`src/rtl/ex_mem_stage_pkg.sv`:
```
`default_nettype none
// ============================================================================
//  Module      : ex_mem_stage_pkg
//  Description : Shared types and constants for the EX/MEM pipeline register.
//                Holds the default datapath width, the packed control bundle
//                carried from EX to MEM, the RUN/WAIT state encoding and a
//                helper that builds a sanitised control bundle.
//  Revision    : 1.0 - initial release
// ============================================================================
package ex_mem_stage_pkg;

  localparam int unsigned C_XLEN_DEFAULT = 32;

  typedef struct packed {
    logic       reg_write;
    logic       mem_read;
    logic       mem_write;
    logic [2:0] funct3;
  } control_type;

  typedef enum logic [0:0] {
    ST_RUN  = 1'b0,
    ST_WAIT = 1'b1
  } state_e;

  // Writes to x0 are dropped here so MEM/WB never see a live write to x0.
  // A simultaneous load+store request is resolved as a load.
  function automatic control_type make_ctrl(input logic       reg_write,
                                            input logic       mem_read,
                                            input logic       mem_write,
                                            input logic [2:0] funct3,
                                            input logic [4:0] rd);
    control_type c;
    c.reg_write = reg_write & (rd != 5'd0);
    c.mem_read  = mem_read;
    c.mem_write = mem_write & ~mem_read;
    c.funct3    = funct3;
    return c;
  endfunction

endpackage
`default_nettype wire

```
`src/rtl/ex_mem_stage.sv`:
```
`default_nettype none
// ============================================================================
//  Module      : ex_mem_stage
//  Description : EX/MEM pipeline register with data-memory handshake.
//                Captures the EX-stage instruction on every non-stalled edge,
//                requests the data memory for loads/stores, stalls upstream
//                until dmem_ack, and flags a sticky timeout if the ack does
//                not arrive within TIMEOUT_CYCLES wait cycles.
//  Ports       : clk, rst               - clock, synchronous active-high reset
//                ex_*                   - instruction fields from EX
//                flush                  - turn the incoming EX entry into a bubble
//                dmem_ack / dmem_req    - data memory handshake
//                mem_stall              - hold all upstream stages
//                mem_timeout            - sticky ack-timeout error
//                ex_mem_*               - registered instruction fields to MEM
//  Revision    : 1.0 - initial release
// ============================================================================
module ex_mem_stage
  import ex_mem_stage_pkg::*;
#(
  parameter int unsigned XLEN           = C_XLEN_DEFAULT,
  parameter int unsigned TIMEOUT_CYCLES = 16
) (
  input  logic            clk,
  input  logic            rst,
  input  logic            ex_valid,
  input  logic [4:0]      ex_rd,
  input  logic            ex_reg_write,
  input  logic            ex_mem_read,
  input  logic            ex_mem_write,
  input  logic [2:0]      ex_funct3,
  input  logic [XLEN-1:0] ex_alu_result,
  input  logic [XLEN-1:0] ex_store_data,
  input  logic            flush,
  input  logic            dmem_ack,
  output logic            dmem_req,
  output logic            mem_stall,
  output logic            mem_timeout,
  output logic            ex_mem_valid,
  output logic [4:0]      ex_mem_rd,
  output logic            ex_mem_reg_write,
  output logic            ex_mem_mem_read,
  output logic            ex_mem_mem_write,
  output logic [2:0]      ex_mem_funct3,
  output logic [XLEN-1:0] ex_mem_alu_result,
  output logic [XLEN-1:0] ex_mem_store_data
);

  localparam int unsigned          C_CNT_W   = $clog2(TIMEOUT_CYCLES + 1);
  localparam logic [C_CNT_W-1:0]   C_CNT_MAX = C_CNT_W'(TIMEOUT_CYCLES);
  localparam logic [C_CNT_W-1:0]   C_CNT_ONE = C_CNT_W'(1);

  logic                valid_q,   valid_d;
  logic [4:0]          rd_q,      rd_d;
  control_type         ctrl_q,    ctrl_d;
  logic [XLEN-1:0]     alu_q,     alu_d;
  logic [XLEN-1:0]     store_q,   store_d;
  state_e              state_q,   state_d;
  logic [C_CNT_W-1:0]  cnt_q,     cnt_d;
  logic                timeout_q, timeout_d;

  logic                w_advance;
  logic                w_take;

  // Request and stall depend only on the registered entry and the live ack,
  // so a same-cycle ack releases the pipeline with zero latency.
  assign dmem_req  = valid_q & (ctrl_q.mem_read | ctrl_q.mem_write);
  assign mem_stall = dmem_req & ~dmem_ack;
  assign w_advance = ~mem_stall;
  assign w_take    = ex_valid & ~flush;

  // Pipeline register next-state: hold while stalled, otherwise capture EX
  // or a fully zeroed bubble.
  always_comb begin
    valid_d = valid_q;
    rd_d    = rd_q;
    ctrl_d  = ctrl_q;
    alu_d   = alu_q;
    store_d = store_q;
    if (w_advance) begin
      if (w_take) begin
        valid_d = 1'b1;
        rd_d    = ex_rd;
        ctrl_d  = make_ctrl(ex_reg_write, ex_mem_read, ex_mem_write, ex_funct3, ex_rd);
        alu_d   = ex_alu_result;
        store_d = ex_store_data;
      end else begin
        valid_d = 1'b0;
        rd_d    = 5'd0;
        ctrl_d  = '0;
        alu_d   = '0;
        store_d = '0;
      end
    end
  end

  // RUN covers the first request cycle; WAIT is entered only if that cycle
  // saw no ack. The counter tracks WAIT cycles and saturates at the limit.
  always_comb begin
    state_d   = state_q;
    cnt_d     = cnt_q;
    timeout_d = timeout_q;
    case (state_q)
      ST_RUN: begin
        cnt_d = '0;
        if (mem_stall) begin
          state_d = ST_WAIT;
        end
      end
      ST_WAIT: begin
        if (!mem_stall) begin
          state_d = ST_RUN;
          cnt_d   = '0;
        end else if (cnt_q != C_CNT_MAX) begin
          cnt_d = cnt_q + C_CNT_ONE;
          if ((cnt_q + C_CNT_ONE) == C_CNT_MAX) begin
            timeout_d = 1'b1;
          end
        end
      end
      default: begin
        state_d = ST_RUN;
        cnt_d   = '0;
      end
    endcase
  end

  always_ff @(posedge clk) begin
    if (rst) begin
      valid_q   <= 1'b0;
      rd_q      <= 5'd0;
      ctrl_q    <= '0;
      alu_q     <= '0;
      store_q   <= '0;
      state_q   <= ST_RUN;
      cnt_q     <= '0;
      timeout_q <= 1'b0;
    end else begin
      valid_q   <= valid_d;
      rd_q      <= rd_d;
      ctrl_q    <= ctrl_d;
      alu_q     <= alu_d;
      store_q   <= store_d;
      state_q   <= state_d;
      cnt_q     <= cnt_d;
      timeout_q <= timeout_d;
    end
  end

  assign mem_timeout       = timeout_q;
  assign ex_mem_valid      = valid_q;
  assign ex_mem_rd         = rd_q;
  assign ex_mem_reg_write  = ctrl_q.reg_write;
  assign ex_mem_mem_read   = ctrl_q.mem_read;
  assign ex_mem_mem_write  = ctrl_q.mem_write;
  assign ex_mem_funct3     = ctrl_q.funct3;
  assign ex_mem_alu_result = alu_q;
  assign ex_mem_store_data = store_q;

endmodule
`default_nettype wire

```
`config.mk`:
```
export PLATFORM = sky130hd
export DESIGN_NAME = ex_mem_stage
export DESIGN_NICKNAME = d
export VERILOG_FILES = /design/src/rtl/ex_mem_stage_pkg.sv /design/src/rtl/ex_mem_stage.sv
export SDC_FILE = /design/constraint.sdc
export NUM_CORES = 1
export LEC_CHECK = 0
export ABC_AREA = 1
export CORE_ASPECT_RATIO = 0.7
export CORE_MARGIN = 2
export CORE_UTILIZATION = 55
export DETAILED_ROUTE_END_ITERATION = 6
export DONT_BUFFER_PORTS = 1
export HOLD_SLACK_MARGIN = 0.08
export PLACE_DENSITY = 0.73
export SLEW_MARGIN = 5
export SYNTH_ARGS = -nofsm -noshare
export SYNTH_HDL_FRONTEND = slang
export SYNTH_SLANG_ARGS = --single-unit
```
`constraint.sdc`:
```
create_clock -name clk -period 1.25 [get_ports clk]
set_clock_uncertainty 0.15 [all_clocks]
set_input_delay 0.125 -clock clk [delete_from_list [all_inputs] [get_ports clk]]
set_output_delay 0.125 -clock clk [all_outputs]
set_load 0.05 [all_outputs]
```
==> reports/metrics.yaml, run 1 <==
cts:
  cts_sinks: 83
  htreeDepth: 3
  root_buffer: "clkbuf_8"
  clockBufferDepth: 2
  cts-buffers-inserted: 9
synthesis:
  synthSimpleGateAreaFrac: 0.336
  syn_inst: 379
  yosysSeqAreaShare: 0.573
  synth-async-reset-ratio: 0
  synth_area_per_cell_sq_um: 7.66
  synthMostInstantiatedCell: "nand2_1"
  synth_top_family_by_area: "simple AND/OR/NAND/NOR gates"
  syn_nets: 462
  ys_ff_latch: 83
  synthAdderAreaFrac: 0.0129
  synth_mux_area_frac: 0
  yosys.area.top_type_share: 0.573
  ys_top_cells_by_area: "dfxtp_1 57%, nand2_1 29%, buf_6 1.9%"
  synth_cell_types: 18
  yosys_warnings: 0
  synthXorXnorAreaFrac: 0
  synth_compound_area_frac: 0.0177
  synthTopCellsByCount: "228 x nand2_1, 83 x dfxtp_1, 14 x inv_1, 9 x buf_2, 8 x nand3_1"
  syn-cell-area_sq_mm: 0.00290
  synth_edf_count: 0
  yosys.area.top_type: "dfxtp_1"
  synthFlopType: "dfxtp_1"
die:
  die_w_um: 90.8
  rows: 22
  start_util: 0.561
  pin_count: 159
  die_h_um: 64.8
sta:
  crit_endpoint: "ex_mem_alu_result[1]$_SDFFE_PP0P_/D"
  endpoint_type: "register data pin"
placement:
  io_buffer_count: 0
  dpl-instance-area_sq_mm: 0.00373
  dpl.hpwl_um: 5020
  place_congestion: 0.802
status:
  outcome: "stopped before the end"
  tool.error: "[ERROR DPL-0038] Utilization greater than 100%, impossible to legalize"
  lastStage: "global routing"
global_routing:
  grt_max_degree: 38
## cell families after synthesis
family / Yosys count
DFF: 83
adders and majority gates: 3
and+or+nand+nor: 250
buffers and inverters: 33
AOI/OAI and AO/OA: 10
## what timing repair did
item | 4_1_cts
resized for setup | 28
pin swaps | 10
hold endpoints to repair | 83
endpoints found under the setup margin | 84
hold buffers | 75
cloned | 2
buffers inserted | 7
## metrics by stage
step,instances,util,worst slack [ns],TNS (ns)
after floorplan,379,-,-0.277,-21.27
after global placement,535,0.721,-0.121,-7.08
after detailed placement,535,0.721,-0.165,-9.38
after CTS,635,0.944,-0.319,-22.84
==> run 2: changes to the inputs <==
--- a/config.mk
+++ b/config.mk
@@ -6,13 +6,11 @@
 export NUM_CORES = 1
 export LEC_CHECK = 0
 export ABC_AREA = 1
-export CORE_ASPECT_RATIO = 0.7
 export CORE_MARGIN = 2
-export CORE_UTILIZATION = 55
+export CORE_UTILIZATION = 40
 export DETAILED_ROUTE_END_ITERATION = 6
 export DONT_BUFFER_PORTS = 1
-export HOLD_SLACK_MARGIN = 0.08
-export PLACE_DENSITY = 0.73
+export PLACE_DENSITY_LB_ADDON = 0.15
 export SLEW_MARGIN = 5
 export SYNTH_ARGS = -nofsm -noshare
 export SYNTH_HDL_FRONTEND = slang
==> constraint.sdc (replaced) <==
create_clock -name clk -period 1.6 [get_ports clk]
set_clock_uncertainty 0.15 [all_clocks]
set_input_delay 0.16 -clock clk [delete_from_list [all_inputs] [get_ports clk]]
set_output_delay 0.16 -clock clk [all_outputs]
set_load 0.05 [all_outputs]
==> reports/metrics.yaml, run 2 <==
status:
  outcome: "completed"
sta:
  finalCritPeriodShare: 0.966
  setup_tns_ns: 0
  relSlewSlack: 0.642
  fin_crit_ns: 1.55
  finalSetupViolCount: 0
  fmax_mhz: 647
  whs_ns: 0.0306
  worst_slew_pin_slew_ns: 0.537
  maxSlewViolCount: 0
  rsz0062_at_grt: "false"
  hold_viol: 0
synthesis:
  yosys.area.top_type_share: 0.573  # unchanged
  synthFlopType: "dfxtp_1"
  synth_cell_types: 18  # unchanged
  yosysSeqAreaShare: 0.573  # unchanged
  ys_top_cells_by_area: "dfxtp_1 57%, nand2_1 29%, buf_6 1.9%"
  synth_area_per_cell_sq_um: 7.66  # unchanged
  syn_inst: 379  # unchanged
  yosys.area.top_type: "dfxtp_1"
  syn-cell-area_sq_mm: 0.00290  # unchanged
  ys_ff_latch: 83  # unchanged
  synth_edf_count: 0  # unchanged
  yosys_warnings: 0  # unchanged
  synth-async-reset-ratio: 0  # unchanged
  syn_nets: 462  # unchanged
  synthTopCellsByCount: "228 x nand2_1, 83 x dfxtp_1, 14 x inv_1, 9 x buf_2, 8 x nand3_1"
  synthMostInstantiatedCell: "nand2_1"
power:
  powerDensity_mw_per_mm2: 1050
  power_frac_comb: 0.071
  power_switching_uw: 1010
  switching_share: 0.226
  p_seq_frac: 0.510
  ir_drop_uv: 718
  clockPowerShare: 0.418
  p_total_uw: 4460
  p_int_uw: 3450
  total_leakage_power_uw: 0.00204
detailed_routing:
  finalWirelength_um: 7370
  via_count: 2641
  route.met3.wl_um: 489
  topRoutingLayerUsed: "met4"
  wl_met2_um: 3580
  drt_iter0_markers: 147
  route.detailed.drc: 0
  wl_per_cell_um: 12.6
  drt_pass1_iterations: 4
  vias_per_cell: 4.51
  drt-met1-wl_um: 3160
  ant_nets: 0
cts:
  root_buffer: "clkbuf_8"
  cts_sinks: 83  # unchanged
  clkSlewWorstSetupHoldPaths_ns: 0.08
  clockBufferDepth: 2  # unchanged
  clk_latency_ns: 0.34
  cts-buffers-inserted: 9  # unchanged
  cts_tree: "done"
  htreeDepth: 3  # unchanged
  cts_setup_buffers: 0  # -7
final_layout:
  final_cell_mix: "226 x nand2_1, 79 x dfxtp_1, 77 x dlygate4sd3_1"
  area.growth.synth_to_final_pct: 46.2
  fillerInstances: 637
  antenna_cells: 0
  layout_commonest_cell: "nand2_1"
  drive_above_1_share: 0.123
  final_nets: 565
die:
  die_area_sq_mm: 0.00795
  start_util: 0.407  # -0.154
  core_area_sq_mm: 0.00714
  pin_count: 159  # unchanged
  die_w_um: 89.2  # -1.8%
  rows: 31  # +41%
  die_h_um: 89.2  # +38%
worst_setup_path:
  crit_top_cell: "nand2_2"
  critPathMaxStageDelay_ns: 0.35
  arrival_ns: 1.24
  crit_buf_inv: 4
  endpoint_kind: "output pin"
  cp_slowest_cell: "dfxtp_4"
  reg2reg_from: "ex_mem_mem_read$_SDFFE_PP0P_"
  worstSetupPathType: "reg -> out"
  r2r_slack_ns: 0.11
  reg2reg_to: "ex_mem_store_data[1]$_SDFFE_PP0P_"
  crit_chain: "inv_2, nand2_2, nand2_2, inv_4, nand2_2, inv_2, buf_12"
  cp.depth: 7
  ff2ff_path_depth: 9
  cp-endpoint: "mem_stall"
  required_ns: 1.29
  crit_fanout: 3
  critPathTopFamily: "flip-flops"
  startpoint_type: "flop"
  crit_start: "ex_mem_mem_read$_SDFFE_PP0P_"
global_routing:
  grt_pass1_vias: 2525
  grt.total_usage: 0.182
  grt_max_degree: 38
  grt_antenna_before_repair: 0
  gr-total-overflow: 0
  grt_pass1_wl_um: 11200
min_path:
  hold_path_class: "in -> reg"
  min_path_cells: 4
placement:
  io_buffer_count: 0  # unchanged
  dpl.hpwl_um: 4590  # -8.6%
  place_congestion: 0.741  # -7.6%
run:
  cap_violations: 0
-- run 2: cell counts after synthesis --
No cell type changed its count.
-- run 2: how the worst min path moves through the flow --
stage                     start                         to  slack (ns)
after global routing        rst  ex_mem_valid$_SDFFE_PP0P_        0.03
after global placement      rst   mem_timeout$_SDFFE_PP0P_        0.08
after floorplan             rst   mem_timeout$_SDFFE_PP0P_        0.08
after CTS                   rst  ex_mem_valid$_SDFFE_PP0P_        0.01
after detailed placement    rst   mem_timeout$_SDFFE_PP0P_        0.08
final                       rst  ex_mem_valid$_SDFFE_PP0P_        0.03
-- run 2: timing repair --
item,in CTS,in global routing
hold buffers,77,0
gates resized for setup,2,3
hold endpoints to repair,83,0
setup endpoints to repair,1,19
-- run 2: layout make-up --
| class | instances | area (sq um) | area share |
|---|---|---|---|
| clock inverters | 4 | 95.1 | 0.0224 |
| inverters | 18 | 70.1 | 0.0165 |
| well taps | 99 | 124 | 0.0292 |
| multi-input cells | 263 | 1070 | 0.252 |
| clock buffers | 11 | 163 | 0.0383 |
| repair buffers | 107 | 1050 | 0.247 |
| flip-flops and latches | 83 | 1670 | 0.394 |
-- run 2: power groups by stage --
stage               clock (uW)  sequential (uW)  combinational [uW]
finish                    1870             2270                 318
detailed placement           0             2320                 161
floorplan                    0             2370                63.6
global placement             0             2320                 157
global route              2000             2280                 345
CTS                       1920             2270                 315
-- run 2: per-layer routing --
metal | vias up | track usage
met5 | - | 0
met4 | 0 | 0.0936
met2 | 97 | 0.307
li1 | 1350 | -
met1 | 1183 | 0.212
met3 | 11 | 0.0480
-- run 2: worst min-delay path: stages --
cell and delay [ns]:
nor3b_1 0.05, nand2_2 0.08, buf_4 0.14, nand2_1 0.05
-- run 2: stage by stage --
stage	worst slack [ns]	utilization	instances	area [sq um]
2_1_floorplan	0.0203	-	379	2910
3_3_place_gp	0.154	0.449	493	3200
3_5_place_dp	0.116	0.449	493	3200
4_1_cts	0.0242	0.593	585	4230
5_1_grt	0.00941	0.594	585	4240
6_report	0.0539	0.594	585	4240
-- run 2: logic make-up (layout without fill, tap and decap cells) --
family / Yosys count / after routing / share of synthesized area
adder cells (fa/ha/maj): 3 / 3 / 0.0129
AND/OR/NAND/NOR: 250 / 250 / 0.336
buffers and inverters: 33 / 140 / 0.0608
AO/OA/AOI/OAI: 10 / 10 / 0.0177
flip-flops: 83 / 83 / 0.573
No activity file was read; power rests on OpenSTA's default activity.
==> run 3: changes to the inputs <==
--- a/config.mk
+++ b/config.mk
@@ -10,7 +10,7 @@
 export CORE_UTILIZATION = 40
 export DETAILED_ROUTE_END_ITERATION = 6
 export DONT_BUFFER_PORTS = 1
-export PLACE_DENSITY_LB_ADDON = 0.15
+export PLACE_DENSITY = 0.51
 export SLEW_MARGIN = 5
 export SYNTH_ARGS = -nofsm -noshare
 export SYNTH_HDL_FRONTEND = slang
==> reports/metrics.yaml, run 3 (synthesized netlist as in run 2, its figures left out) <==
status:
  outcome: "completed"
run:
  cap_violations: 0  # unchanged
worst_setup_path:
  endpoint_kind: "output pin"
  crit_fanout: 3  # unchanged
  worstSetupPathType: "reg -> out"
  arrival_ns: 1.20  # -0.04 ns
  required_ns: 1.29  # about the same
  cp_slowest_cell: "dfxtp_4"
  crit_top_cell: "inv_2"
  crit_chain: "inv_2, nand2_1, nand2_2, inv_4, nand2_4, inv_2, buf_12"
  critPathMaxStageDelay_ns: 0.36  # about the same
  startpoint_type: "flop"
cts:
  cts_tree: "done"
  cts_sinks: 83  # unchanged
  cts_setup_buffers: 0  # unchanged
  clk_latency_ns: 0.33  # about the same
  htreeDepth: 3  # unchanged
  root_buffer: "clkbuf_8"
  cts-buffers-inserted: 9  # unchanged
  clockBufferDepth: 2  # unchanged
  clkSlewWorstSetupHoldPaths_ns: 0.08  # about the same
sta:
  fmax_mhz: 660  # +2.1%
  finalSetupViolCount: 0  # unchanged
  maxSlewViolCount: 0  # unchanged
  setup_tns_ns: 0  # unchanged
  worst_slew_pin_slew_ns: 0.550  # +0.0132 ns
  layout_setup_ws_ns: 0.0858  # +0.0319 ns
  finalCritPeriodShare: 0.946  # -0.0200
  rsz0062_at_grt: "false"
  whs_ns: 0.0287  # -0.00184 ns
  relSlewSlack: 0.633  # -0.00884
  fin_crit_ns: 1.51  # -0.0319 ns
  hold_viol: 0  # unchanged
die:
  start_util: 0.407  # unchanged
  die_w_um: 89.2  # unchanged
  die_h_um: 89.2  # unchanged
  die_area_sq_mm: 0.00795  # unchanged
  core_area_sq_mm: 0.00714  # unchanged
  rows: 31  # unchanged
  pin_count: 159  # unchanged
detailed_routing:
  via_count: 2651  # +0.38%
  route.detailed.drc: 0  # unchanged
  ant_nets: 0  # unchanged
  wl_per_cell_um: 12.5  # -0.80%
  drt_pass1_iterations: 4  # unchanged
  finalWirelength_um: 7310  # -0.80%
  vias_per_cell: 4.53  # +0.38%
  drt_iter0_markers: 77  # -48%
final_layout:
  seqCellArea_sq_mm: 0.00167  # about the same
  antenna_cells: 0  # unchanged
  drive_above_1_share: 0.117  # -0.00617
  final_cell_mix: "227 x nand2_1, 80 x dfxtp_1, 77 x dlygate4sd3_1"
  post-route-cell-area_sq_mm: 0.00416  # -2.0%
  area.growth.synth_to_final_pct: 43.3
  multi_input_area_sq_mm: 0.00107  # +0.23%
  final_nets: 565  # unchanged
  layout_commonest_cell: "nand2_1"
  fillerInstances: 650  # +2.0%
global_routing:
  grt_pass1_vias: 2578  # +2.1%
  grt_max_degree: 41  # +7.9%
  gr-total-overflow: 0  # unchanged
  grt_pass1_wl_um: 11000  # -1.3%
  grt_antenna_before_repair: 0  # unchanged
  grt.total_usage: 0.178  # -0.00364
power:
  ir_drop_uv: 538  # -25%
  power_switching_uw: 1010  # +0.39%
  switching_share: 0.257  # +0.0303
  total_leakage_power_uw: 0.00201  # -1.4%
  p_int_uw: 2930  # -15%
  clockPowerShare: 0.343  # -0.075
  power_frac_comb: 0.080  # +0.009
  p_seq_frac: 0.577  # +0.067
  powerDensity_mw_per_mm2: 949  # -9.7%
min_path:
  hold_path_class: "in -> reg"
placement:
  dpl_worst_slack_ns: 0.127  # +0.0107 ns
  io_buffer_count: 0  # unchanged
  place_congestion: 0.738  # -0.40%
  dpl-instance-area_sq_mm: 0.00320  # unchanged
  dpl.hpwl_um: 4480  # -2.5%
-- run 3: final timing paths --
check / from / to / slack (ns) / depth (start not counted)
setup / recovery: ex_mem_mem_write$_SDFFE_PP0P_ / mem_stall / 0.09 / 7
hold / removal: rst / ex_mem_valid$_SDFFE_PP0P_ / 0.03 / 4
setup reg to reg: ex_mem_mem_write$_SDFFE_PP0P_ / ex_mem_alu_result[12]$_SDFFE_PP0P_ / 0.11 / 9
hold reg to reg: ex_mem_alu_result[27]$_SDFFE_PP0P_ / ex_mem_alu_result[27]$_SDFFE_PP0P_ / 0.31 / 2
-- run 3: timing repair --
| action | CTS | global route |
|---|---|---|
| endpoints found under the hold margin | 83 | 0 |
| resized for setup | 2 | 1 |
| hold buffers | 77 | 0 |
| pin swaps | 0 | 0 |
| setup endpoints to repair | 1 | 1 |
-- run 3: worst max-delay path, delay by kind of cell, from the launching register on --
| kind | cells | cell delay (ns) |
|---|---|---|
| buffers and inverters | 4 | 0.30 |
| and+or+nand+nor | 3 | 0.21 |
| DFF | 1 | 0.36 |
-- run 3: per-layer routing --
metal	vias up	share of wire	global-route usage
met5	-	0	0
met4	0	0.013	0.0733
met3	10	0.067	0.0471
met2	99	0.51	0.324
met1	1192	0.41	0.196
li1	1350	-	-
-- run 3: metrics by stage --
stage,util,power [uW],instances
floorplan,-,2430,379
global route,0.583,4120,585
finish,0.583,3950,585
detailed placement,0.449,2480,493
global placement,0.449,2480,493
CTS,0.582,4010,585
-- run 3: power groups by stage --
stage                     Clock [uW]  Combinational (uW)  Sequential (uW)
final                           1350                 316             2280
after global routing            1500                 342             2280
after CTS                       1420                 312             2280
after detailed placement           0                 158             2320
after global placement             0                 153             2330
after floorplan                    0                63.6             2370
-- run 3: layout make-up --
class / instances / area share
repair buffers: 107 / 0.252
flip-flops and latches: 83 / 0.402
inverters: 18 / 0.0169
clock inverters: 4 / 0.00572
clock buffers: 11 / 0.0367
multi-input cells: 263 / 0.258
well taps: 99 / 0.0298
==> variant, RTL diff (config.mk and constraints of run 3) <==
Change the package constant `C_XLEN_DEFAULT` from 32 to 64.
--- a/src/rtl/ex_mem_stage_pkg.sv
+++ b/src/rtl/ex_mem_stage_pkg.sv
@@ -9,7 +9,7 @@
 // ============================================================================
 package ex_mem_stage_pkg;
 
-  localparam int unsigned C_XLEN_DEFAULT = 32;
+  localparam int unsigned C_XLEN_DEFAULT = 64;
 
   typedef struct packed {
     logic       reg_write;
Ports: changed (resized ex_alu_result, ex_mem_alu_result, ex_mem_store_data and ex_store_data); port bits go from 159 to 287. The function was not compared with the original's and may differ.
==> variant against run 3 <==
- hold slack better by 0.20 ns
- worst setup slack worse by 0.063 ns
- non-clock buffer count grew 107
- synthesized area increased by 72%
- power increased by 130%
- routed wire length increased by 110%
- global-route usage rose by 3.7 points
- die area grew 69%
- sequential cell count grew 64
- sequential power grew 77%
- design area grew 89%
- clock power rose to 3.2 times the old value
- critical path type unchanged
==> variant: results (changes against run 3) <==
* Distinct cells, synth at 19 (+1)
* Layout cells sized above 1 at 0.135 (+0.0181)
* Non-Clock Buffer Area Fraction at 0.275 (+0.0235)
* Worst Path Arrival at 1.27 ns (+0.07 ns)
* Wire length on met2 at 7960 microns (+110%)
* Post-synthesis compound-gate area fraction at 0.0103 (-0.00742)
* Synth area leaders: dfxtp_1 (59%), nand2_1 (32%), buf_6 (1.6%)
* Met3 Use GR at 0.0863 (+0.0392)
* PD cells at 1130 nW/um^2 (+19%)
* Met1 Use GR at 0.208 (+0.0120)
* Largest net degree at the start of global routing at 63 (+54%)
* Clock sink count at 147 (+77%)
* Largest stage delay on the critical path at 0.34 ns (-0.02 ns)
* Signal buffers at 214 (+100%)
* Vias in the first global route at 4650 (+80%)
* Clkbuf count at 21 (+10)
* RePlAce Congestion at 0.777 (+5.2%)
* CTS Buf Count at 17 (+8)
* Filler Cells Inserted at 979 (+51%)
* Worst-margin pin slew at 0.556 ns (+0.00600 ns)
* Adder-cell share of the synthesized area at 0.00751 (-0.00543)
* Peak VDD IR at 0.000748 V (+39%)
* Total wire length at 15600 microns (+110%)
* Final #Nets at 1000 (+77%)
* DR iter-0 viols at 223 (+190%)
* Comb_multi_in at 455 (+73%)
* # H-tree levels at 4 (+1)
* Router iterations before antenna repair at 5 (+1)
* Sequential-to-total area share from yosys stat at 0.588 (+0.0158)
* Clk slew on worst S/H paths at 0.06 ns (-0.02 ns)
* Total GRT Usage at 0.216 (+0.0372)
* First-pass GRT wire length at 22200 microns (+100%)
* Post-Syn Nets at 796 (+72%)
* Detailed Place HPWL at 9120 microns (+100%)
* Status: finished clean
* GR met2 Demand/Resource at 0.396 (+0.0718)
* Root buffer cell: clkbuf_16
* Pre-CTS setup slack at 0.0418 ns (-0.0849 ns)
variant: report_power, final:
part / switching (uW) / total [uW] / internal, uW
logic: 303 / 625 / 322
registers: 277 / 4030 / 3750
clock network: 1460 / 4260 / 2800
variant: through the flow:
| step | setup TNS [ns] | std cells | hold WS, ns | total power (uW) |
|---|---|---|---|---|
| floorplan | 0 | 649 | 0.0791 | 4330 |
| global placement | 0 | 847 | 0.0837 | 4420 |
| detailed placement | 0 | 847 | 0.0875 | 4420 |
| CTS | -0.116 | 1020 | 0.206 | 8980 |
| global route | -0.575 | 1032 | 0.229 | 9190 |
| finish | 0 | 1032 | 0.230 | 8920 |
variant: path summary, 6_finish.rpt:
path | from | slack, ns | endpoint | cells after the start
setup / recovery | ex_mem_mem_read | 0.02 | mem_stall | 7
hold reg to reg | ex_mem_alu_result[36] | 0.30 | ex_mem_alu_result[36] | 2
hold / removal | ex_alu_result[35] | 0.23 | ex_mem_alu_result[35] | 3
setup reg to reg | ex_mem_mem_read | 0.05 | ex_mem_alu_result[7] | 10
